--- config.mk ---
export PLATFORM = sky130hd
export DESIGN_NAME = ili9488_window_writer
export DESIGN_NICKNAME = d
export VERILOG_FILES = /design/src/rtl/ili9488_window_writer.sv
export SDC_FILE = /design/constraint.sdc
export NUM_CORES = 1
export LEC_CHECK = 0
export CORE_UTILIZATION = 40
export CTS_CLUSTER_SIZE = 8
export DETAILED_ROUTE_END_ITERATION = 7
export HOLD_SLACK_MARGIN = 0.05
export PLACE_DENSITY = 0.69
export RECOVER_POWER = 25
export SYNTH_ARGS = -nofsm -noshare
export SYNTH_HDL_FRONTEND = slang
export SYNTH_SLANG_ARGS = --single-unit
--- constraint.sdc ---
create_clock -name clk -period 3.6 [get_ports clk]
set_clock_uncertainty 0.2 [all_clocks]
set_input_delay 0.72 -clock clk [delete_from_list [all_inputs] [get_ports clk]]
set_output_delay 0.72 -clock clk [all_outputs]
set_load 0.02 [all_outputs]
--- src/rtl/ili9488_window_writer.sv ---
// ili9488_window_writer: turns a display window plus a stream of 8-bit
// grayscale pixels into the ILI9488 byte sequence
//   0x2A x0 x1, 0x2B y0 y1, 0x2C, then {p[7:2],2'b00} x3 per pixel,
// handing one byte at a time to the downstream SPI byte driver.
// Optional build macro: ILI_NOP_TERMINATE_EN -- append a NOP (0x00, dc=0)
// after the last pixel so the Memory Write is closed explicitly.
module ili9488_window_writer #(
  parameter int COORD_W = 9,
  parameter int CNT_W   = 18
) (
  input  logic               clk,
  input  logic               rst,
  input  logic               start,
  input  logic [COORD_W-1:0] x0,
  input  logic [COORD_W-1:0] x1,
  input  logic [COORD_W-1:0] y0,
  input  logic [COORD_W-1:0] y1,
  input  logic [7:0]         pix_data,
  input  logic               pix_valid,
  output logic               pix_ready,
  output logic               drv_load,
  output logic [7:0]         drv_data,
  output logic               drv_dc,
  input  logic               drv_ack,
  input  logic               drv_done,
  output logic               busy,
  output logic               done,
  output logic               err
);

  typedef enum logic [3:0] {
    IDLE,
    HDR_SEND,
    HDR_GAP,
    PIX_WAIT,
    PIX_SEND,
    PIX_GAP,
    FIN
`ifdef ILI_NOP_TERMINATE_EN
    ,
    NOP_SEND,
    NOP_GAP
`endif
  } state_t;

  localparam logic [3:0] HDR_LAST = 4'd10;

  // Where the FSM goes once the final pixel byte has been handed off.
`ifdef ILI_NOP_TERMINATE_EN
  localparam state_t AFTER_LAST_PIX = NOP_SEND;
`else
  localparam state_t AFTER_LAST_PIX = FIN;
`endif

  state_t               state_q, state_d;
  logic [COORD_W-1:0]   x0_q, x1_q, y0_q, y1_q;
  logic [CNT_W-1:0]     total_q, count_q;
  logic [3:0]           hdr_idx_q;
  logic [1:0]           sub_q;
  logic [7:0]           pix_q;
  logic                 err_q;

  logic                 window_ok;
  logic                 gap_done;
  logic [CNT_W-1:0]     count_inc;
  logic [CNT_W-1:0]     w_span, h_span;
  logic [15:0]          x0_w, x1_w, y0_w, y1_w;
  logic [8:0]           hdr_byte;

  assign window_ok = (x1 >= x0) && (y1 >= y0);
  // The driver reports the byte gone only when done is high and ack has dropped.
  assign gap_done  = drv_done && !drv_ack;
  assign count_inc = count_q + CNT_W'(1);
  assign w_span    = CNT_W'(x1) - CNT_W'(x0) + CNT_W'(1);
  assign h_span    = CNT_W'(y1) - CNT_W'(y0) + CNT_W'(1);
  assign x0_w      = 16'(x0_q);
  assign x1_w      = 16'(x1_q);
  assign y0_w      = 16'(y0_q);
  assign y1_w      = 16'(y1_q);

  // Header byte lookup as {dc, data}, indexed by hdr_idx.
  always_comb begin
    // NOTE: every variable gets a default before the case so no latch is inferred.
    hdr_byte = 9'h000;
    case (hdr_idx_q)
      4'd0:    hdr_byte = {1'b0, 8'h2A};
      4'd1:    hdr_byte = {1'b1, x0_w[15:8]};
      4'd2:    hdr_byte = {1'b1, x0_w[7:0]};
      4'd3:    hdr_byte = {1'b1, x1_w[15:8]};
      4'd4:    hdr_byte = {1'b1, x1_w[7:0]};
      4'd5:    hdr_byte = {1'b0, 8'h2B};
      4'd6:    hdr_byte = {1'b1, y0_w[15:8]};
      4'd7:    hdr_byte = {1'b1, y0_w[7:0]};
      4'd8:    hdr_byte = {1'b1, y1_w[15:8]};
      4'd9:    hdr_byte = {1'b1, y1_w[7:0]};
      4'd10:   hdr_byte = {1'b0, 8'h2C};
      default: hdr_byte = 9'h000;
    endcase
  end

  // State register.
  always_ff @(posedge clk or posedge rst) begin
    if (rst) state_q <= IDLE;
    else     state_q <= state_d;
  end

  // Next-state logic and state-decoded outputs.
  always_comb begin
    state_d   = state_q;
    pix_ready = 1'b0;
    drv_load  = 1'b0;
    drv_data  = 8'h00;
    drv_dc    = 1'b0;
    busy      = 1'b1;
    done      = 1'b0;
    case (state_q)
      IDLE: begin
        busy = 1'b0;
        if (start && window_ok) state_d = HDR_SEND;
      end
      HDR_SEND: begin
        drv_load = 1'b1;
        {drv_dc, drv_data} = hdr_byte;
        if (drv_ack) state_d = HDR_GAP;
      end
      HDR_GAP: begin
        {drv_dc, drv_data} = hdr_byte;
        if (gap_done) state_d = (hdr_idx_q == HDR_LAST) ? PIX_WAIT : HDR_SEND;
      end
      PIX_WAIT: begin
        pix_ready = 1'b1;
        if (pix_valid) state_d = PIX_SEND;
      end
      PIX_SEND: begin
        drv_load = 1'b1;
        drv_dc   = 1'b1;
        drv_data = {pix_q[7:2], 2'b00};
        if (drv_ack) state_d = PIX_GAP;
      end
      PIX_GAP: begin
        drv_dc   = 1'b1;
        drv_data = {pix_q[7:2], 2'b00};
        if (gap_done) begin
          if (sub_q != 2'd2)            state_d = PIX_SEND;
          else if (count_inc == total_q) state_d = AFTER_LAST_PIX;
          else                          state_d = PIX_WAIT;
        end
      end
`ifdef ILI_NOP_TERMINATE_EN
      NOP_SEND: begin
        drv_load = 1'b1;
        if (drv_ack) state_d = NOP_GAP;
      end
      NOP_GAP: begin
        if (gap_done) state_d = FIN;
      end
`endif
      FIN: begin
        busy    = 1'b0;
        done    = 1'b1;
        state_d = IDLE;
      end
      default: begin
        busy    = 1'b0;
        state_d = IDLE;
      end
    endcase
  end

  // Window latch, pixel/byte counters, and the rejected-start pulse.
  always_ff @(posedge clk or posedge rst) begin
    if (rst) begin
      x0_q      <= '0;
      x1_q      <= '0;
      y0_q      <= '0;
      y1_q      <= '0;
      total_q   <= '0;
      count_q   <= '0;
      hdr_idx_q <= '0;
      sub_q     <= '0;
      pix_q     <= '0;
      err_q     <= 1'b0;
    end else begin
      // NOTE: sequential state uses non-blocking assignments so every register
      // samples pre-edge values regardless of statement order.
      err_q <= (state_q == IDLE) && start && !window_ok;
      case (state_q)
        IDLE: begin
          if (start && window_ok) begin
            x0_q      <= x0;
            x1_q      <= x1;
            y0_q      <= y0;
            y1_q      <= y1;
            total_q   <= w_span * h_span;
            count_q   <= '0;
            hdr_idx_q <= '0;
          end
        end
        HDR_GAP: begin
          if (gap_done && hdr_idx_q != HDR_LAST) hdr_idx_q <= hdr_idx_q + 4'd1;
        end
        PIX_WAIT: begin
          if (pix_valid) begin
            pix_q <= pix_data;
            sub_q <= 2'd0;
          end
        end
        PIX_GAP: begin
          if (gap_done) begin
            if (sub_q == 2'd2) count_q <= count_inc;
            else               sub_q   <= sub_q + 2'd1;
          end
        end
        default: ;
      endcase
    end
  end

  assign err = err_q;

endmodule

# ---- Word level (Yosys, flattened, before mapping)
# Cells that the tools add are included.
dict set report word_totals {
  input_bits 50
  word_cells 101
  regBits 91
  out_inout_bits 14
}
dict set report classes {
  n_addsub 7
  mul 1
  reduce_logical 23
  eq_ne 29
  n_lt_le_gt_ge 2
  mux 28
}
# cell count
set ops {}
lappend ops {{$pmux W9 S11} 1}
lappend ops {{$mux W18} 3}
lappend ops {{$pmux W18 S2} 1}
lappend ops {{$mux W4} 8}
lappend ops {{$eq A4 B3 Y1 const B} 7}
lappend ops {{$pmux W4 S6} 1}
lappend ops {{$add A10 B2 Y11 const B} 2}
lappend ops {{$ne A2 B2 Y1 const B} 10}
lappend ops {{$sub A9 B9 Y10} 2}
lappend ops {{$add A18 B1 Y18 const B} 1}
lappend ops {{$eq A18 B18 Y1} 1}
lappend ops {{$ge A9 B9 Y1} 2}
lappend ops {{$mul A11 B11 Y18} 1}
lappend ops {{$eq A4 B2 Y1 const B} 4}
lappend ops {{$pmux W8 S2} 1}
lappend ops {{$eq A4 B4 Y1 const B} 3}
lappend ops {{$eq A4 B1 Y1 const B} 2}
lappend ops {{$logic_not A4 Y1} 2}
lappend ops {{$mux W2} 4}
lappend ops {{$pmux W4 S2} 1}
lappend ops {{$reduce_and A4 Y1} 2}
lappend ops {{$logic_and A1 B1 Y1} 6}
lappend ops {{$mux W3} 2}
lappend ops {{$reduce_and A6 Y1} 1}
lappend ops {{13 further kinds} 22}

# ---- Longest topological paths before layout
dict set report logic_depth {
  word_depth 6
  ltp_mapped 30
  depth_no_buf 29
}

# ---- Worst setup path after synthesis
# Ideal clock, no wire load.
dict set report synth_timing {
  path_kind {input port to flip-flop}
  startpoint {in y1[0]}
  endpoint {reg total_q[16]}
  setup_slack_ps -3746
  setup_time_ps 95
  required_time_ps 3305
  n_path_buf 1
  arrival_time_ps 7051
  cell_stages 29
  cell_sequence {inv_1 ha_1 fa_1 nand2b_1 a2111oi_2 a211oi_2 nand2b_1 nor4_1 or2_2 clkbuf_1 nand2_1 fa_1 fa_1 inv_1 ha_1 fa_1 inv_1 fa_1 inv_1 ha_1 inv_1 a21oi_1 o21ai_0 a21oi_1 o21ai_0 nand2b_1 a311oi_1 nor3_1 o31ai_1}
}
dict set report synth_via {
  elab_chain_len 4
  word_cells_on_any_way 7
  classes_between {add/sub: 2; mul: 1; order compare: 1; reduce/logical: 3}
}
# item line
set synth_rtl {}
lappend synth_rtl {{from (decl)} 17} ;# input logic [COORD_W-1:0] y1,
lappend synth_rtl {{branches (longest 4 deep; another with $mul A11 B11 Y18)} -}
lappend synth_rtl {{to (signal assigned)} 194} ;# total_q <= w_span * h_span;
lappend synth_rtl {{to (decl)} 57} ;# logic [CNT_W-1:0] total_q, count_q;
# Several ways; the timed one is not identified.
# A chain may end at the register's enable or synchronous reset.

# ---- Worst setup path after layout
dict set report layout_timing {
  startpoint {in y1[7]}
  endpoint {reg total_q[16]}
}
# The elaborated chain is that of the path after synthesis.

==> run summary <==
The floorplan die width came out at 162.4 µm. STA classifies the critical path startpoint as an input pin. The normalized max-slew margin came out at -13.27%. The placement-stage cell area is ~13000 µm². The count of buffers from port buffering came out at 61. The area used by sequential logic in the layout is roughly 2200 µm². In this run, the number of DRC markers left after iteration 0 of detailed routing was 872.

The critical hold path startpoint is y0_q[2]$_DFFE_PP0P_. In this run, synthesis produced a sequential element count of around 90. The remaining design rule violation count is 0. The path depth of the worst reg2reg path is 11. Data arrives at the worst endpoint at 7.05 ns. During I/O placement, the number of pins put on the boundary was 64. The distinct cell type count of the synthesized netlist is 86. The count of standard-cell rows came out at 58.

The detail-routed via count per cell is 5.619. Setup repair after global routing could not meet its margin everywhere. Counting along the longest clock path gives a buffer depth of 2. The wire length of the first global-routing pass came out at 58050 µm. The multi-input combinational cells in the finished layout cover a total of approximately 9000 µm².

TritonCTS built the clock tree. The average cell area after synthesis is roughly 8.4 µm². The number of violations of the max-capacitance limit is 1.

The netlist area before placement is 10290 µm². After synthesis, the share of flip-flops with an asynchronous set or reset is 100.0%. The warning count from the yosys run came out at 0.

The hold violation count in the final report came out at 0. The worst-path maximum fanout is 7. The maximum level of the CTS H-tree came out at 3. The endpoint of the worst-slack reg-to-reg timing path is state_q[2]$_DFFE_PP0P_. Routability-driven placement finished with a final weighted congestion of 0.8951. The number of slew-limit violations in the final report is 38. The overall die height came out at 162.4 µm. The master cell of the clock root buffer is clkbuf_16. The number of sinks driven by the clock tree came out at 88. Sequential cells were found to cover 21.39% of the synthesized design area. The count of endpoints failing setup in the final report came out at 24. Clock latency on the worst-skew pair, taken at its later pin, is 0.36 ns. For this run, the top clock speed supported by timing is 142.7 MHz. The final setup slack of the worst path came out at -3.406 ns. The required arrival time at the worst endpoint is 3.64 ns. The final reports fail on capacitance limit, slew limit, setup timing.

The die footprint is 26380 µm². STA classifies the critical path endpoint as a flop. The total length of routed wires is 38030 µm. The worst hold path belongs to the class flop to flop.

The number of antenna violations at the first check in global routing is 2. The number of nets still failing antenna checks after routing is 0. The number of hold-repair buffers added at the cts stage is 0. The endpoint of the worst hold path is y0_q[2]$_DFFE_PP0P_. The global-route usage over all layers is ~28%. The clock period minus final worst setup slack came out at about 7 ns.

The part of the cycle the worst path needs came out at 194.6%. The core region is approximately 25000 µm². The placed wire-length estimate is 21770 µm. The starting density of the core came out at 40.88%. The via count of the first global-routing pass came out at 11190.

The wire length per cell after detailed routing came out at 19.76 µm. The count of filler cells inserted in the layout is roughly 1800. The net count of the mapped netlist is 1437. For this run the aggregate overflow at the end of global routing stands at 0. The critical path is of the input pin to flop type. For this run, the leading register cell type out of synthesis is dfrtp_1. The final route contains 10810 vias. Synthesis produced ~1200 cells.

The first detailed-routing pass ran for 5 iterations. The total CTS buffers is 9. The clock transition at the registers of the reported paths is around 0.070 ns. The count of flip-flops with a built-in enable after synthesis is 0. The area of all placed cells without fillers came out at 16140 µm². The top cell types in the final layout, fill and taps aside, are 273 x buf_4, 158 x nand2_1, 127 x inv_1. Relative to the synthesized area, the layout overhead comes to 56.80%. Counting instances, the worst hold path has a depth of 2. The reg-to-reg startpoint is count_q[0]$_DFFE_PP0P_. The share of cells above drive strength 1 came out at 42.46%. The final-stage net count came out at between 1500 and 2000. For flop-to-flop paths, the worst setup slack is roughly 0.34 ns.

The largest net degree at the start of global routing came out at 53. The flow ran to the end, but the final reports show violations. The pin slew with the least headroom to its limit is about 1.7 ns. The most common library cell in the layout ignoring fill and taps is buf_4.
[synthesized netlist by cell type, types with 6 or more instances]
master / number / area [µm²]
nand2_1: 186 / 698.2
inv_1: 171 / 641.9
fa_1: 94 / 1882
dfrtp_1: 88 / 2202
o21ai_0: 83 / 415.4
ha_1: 68 / 850.8
a21oi_1: 53 / 265.3
nor2_1: 53 / 198.9
xnor2_1: 44 / 385.4
clkbuf_1: 40 / 150.1
and2_1: 38 / 237.7
nand3_1: 24 / 120.1
nand2b_1: 22 / 137.6
xor2_1: 22 / 192.7
nor2b_1: 20 / 125.1
nor3_1: 18 / 90.09
o31ai_1: 17 / 127.6
nand4_1: 11 / 68.82
and3_1: 10 / 62.56
a211oi_1: 9 / 67.56
a21o_1: 9 / 67.56
mux2_2: 7 / 78.83
a22oi_1: 6 / 45.04
and2b_1: 6 / 45.04
[critical path, stage by stage]
cell and delay (ns):
clkdlybuf4s50_1 0.57, ha_4 0.25, a21oi_1 0.17, o21ai_1 0.12
o21bai_4 0.19, xor2_2 0.22, nand4_1 0.23, xor2_2 0.25
buf_6 0.17, and2b_1 0.21, fa_1 0.54, inv_1 0.06
fa_1 0.52, inv_1 0.06, fa_1 0.49, fa_1 0.49
inv_1 0.06, fa_1 0.52, inv_1 0.06, ha_4 0.17
or3_4 0.36, a311oi_2 0.27, buf_4 0.15, o21a_1 0.11
o31ai_2 0.07
[metal layers]
layer / GRT usage, % / wire length, µm / part of all wire, % / vias up
li1: - / - / - / 4772
met1: 34.17 / 14840 / 39 / 5297
met2: 47.67 / 18560 / 49 / 543
met3: 5.246 / 2460 / 6.5 / 199
met4: 15.09 / 2166 / 5.7 / 0
met5: 0 / 0 / 0 / -
[cells by family (layout without fill, tap and decap cells)]
kind of cell             after synthesis  after routing  share of synthesized area (%)
XOR/XNOR                              73             73                          6.843
flip-flops                            88             88                          21.39
other                                  0              2                              0
adder cells (fa/ha/maj)              162            162                          26.55
multiplexers                           8              8                         0.8631
AO/OA/AOI/OAI                        246            246                          15.78
AND/OR/NAND/NOR                      426            428                          20.31
buffers and inverters                222            587                          8.265
[area by class of cell]
| cell class | instances | area share, % |
|---|---|---|
| multi-input cells | 917 | 55.61 |
| clock inverters | 7 | 0.6434 |
| diodes | 2 | 0.03101 |
| well taps | 330 | 2.558 |
| repair buffers | 399 | 21.93 |
| flip-flops and latches | 88 | 13.65 |
| inverters | 172 | 4.178 |
| clock buffers | 9 | 1.395 |
[metrics by stage]
stage / hold slack [ns] / TNS (ns) / instances / utilization [%] / setup WS [ns]
global route: 0.2993 / -41.45 / 1923 / 64.09 / -3.531
floorplan: 0.2447 / -34.58 / 1225 / - / -3.136
CTS: 0.2806 / -76.86 / 1913 / 61.80 / -3.296
finish: 0.2815 / -38.06 / 1924 / 64.10 / -3.406
global placement: 0.2607 / -77.01 / 1781 / 52.82 / -3.968
detailed placement: 0.2652 / -79.94 / 1781 / 52.82 / -4.104
[sequential cells by signal (all words and copies together), names as in the netlist]
| signal | count |
|---|---|
| count_q | 18 |
| err | 1 |
| hdr_idx_q | 4 |
| pix_q | 6 |
| state_q | 3 |
| sub_q | 2 |
| total_q | 18 |
| x0_q | 9 |
| x1_q | 9 |
| y0_q | 9 |
| y1_q | 9 |
[how the worst max path moves through the flow]
| stage | from | end | slack [ns] | cells after the start |
|---|---|---|---|---|
| 3_3_place_gp | y1[0] | total_q[17]$_DFFE_PP0P_ | -3.97 | 27 |
| 5_1_grt | y0[2] | total_q[16]$_DFFE_PP0P_ | -3.53 | 28 |
| 4_1_cts | x1[0] | total_q[17]$_DFFE_PP0P_ | -3.30 | 29 |
| 2_1_floorplan | y1[0] | total_q[17]$_DFFE_PP0P_ | -3.14 | 25 |
| 6_report | y1[7] | total_q[16]$_DFFE_PP0P_ | -3.41 | 25 |
| 3_5_place_dp | y1[0] | total_q[16]$_DFFE_PP0P_ | -4.10 | 26 |
[repair_timing]
action                                 4_1_cts  5_1_grt
pin swaps                                  151      136
endpoints found under the hold margin        0        0
buffers inserted                           112       51
setup endpoints to repair                   81       88
gates cloned                                 8        0
resized for setup                          290      141
Power is left out: the tool's default activity adds up to more than one toggle a clock period on the data nets, which glitch-free logic cannot reach.
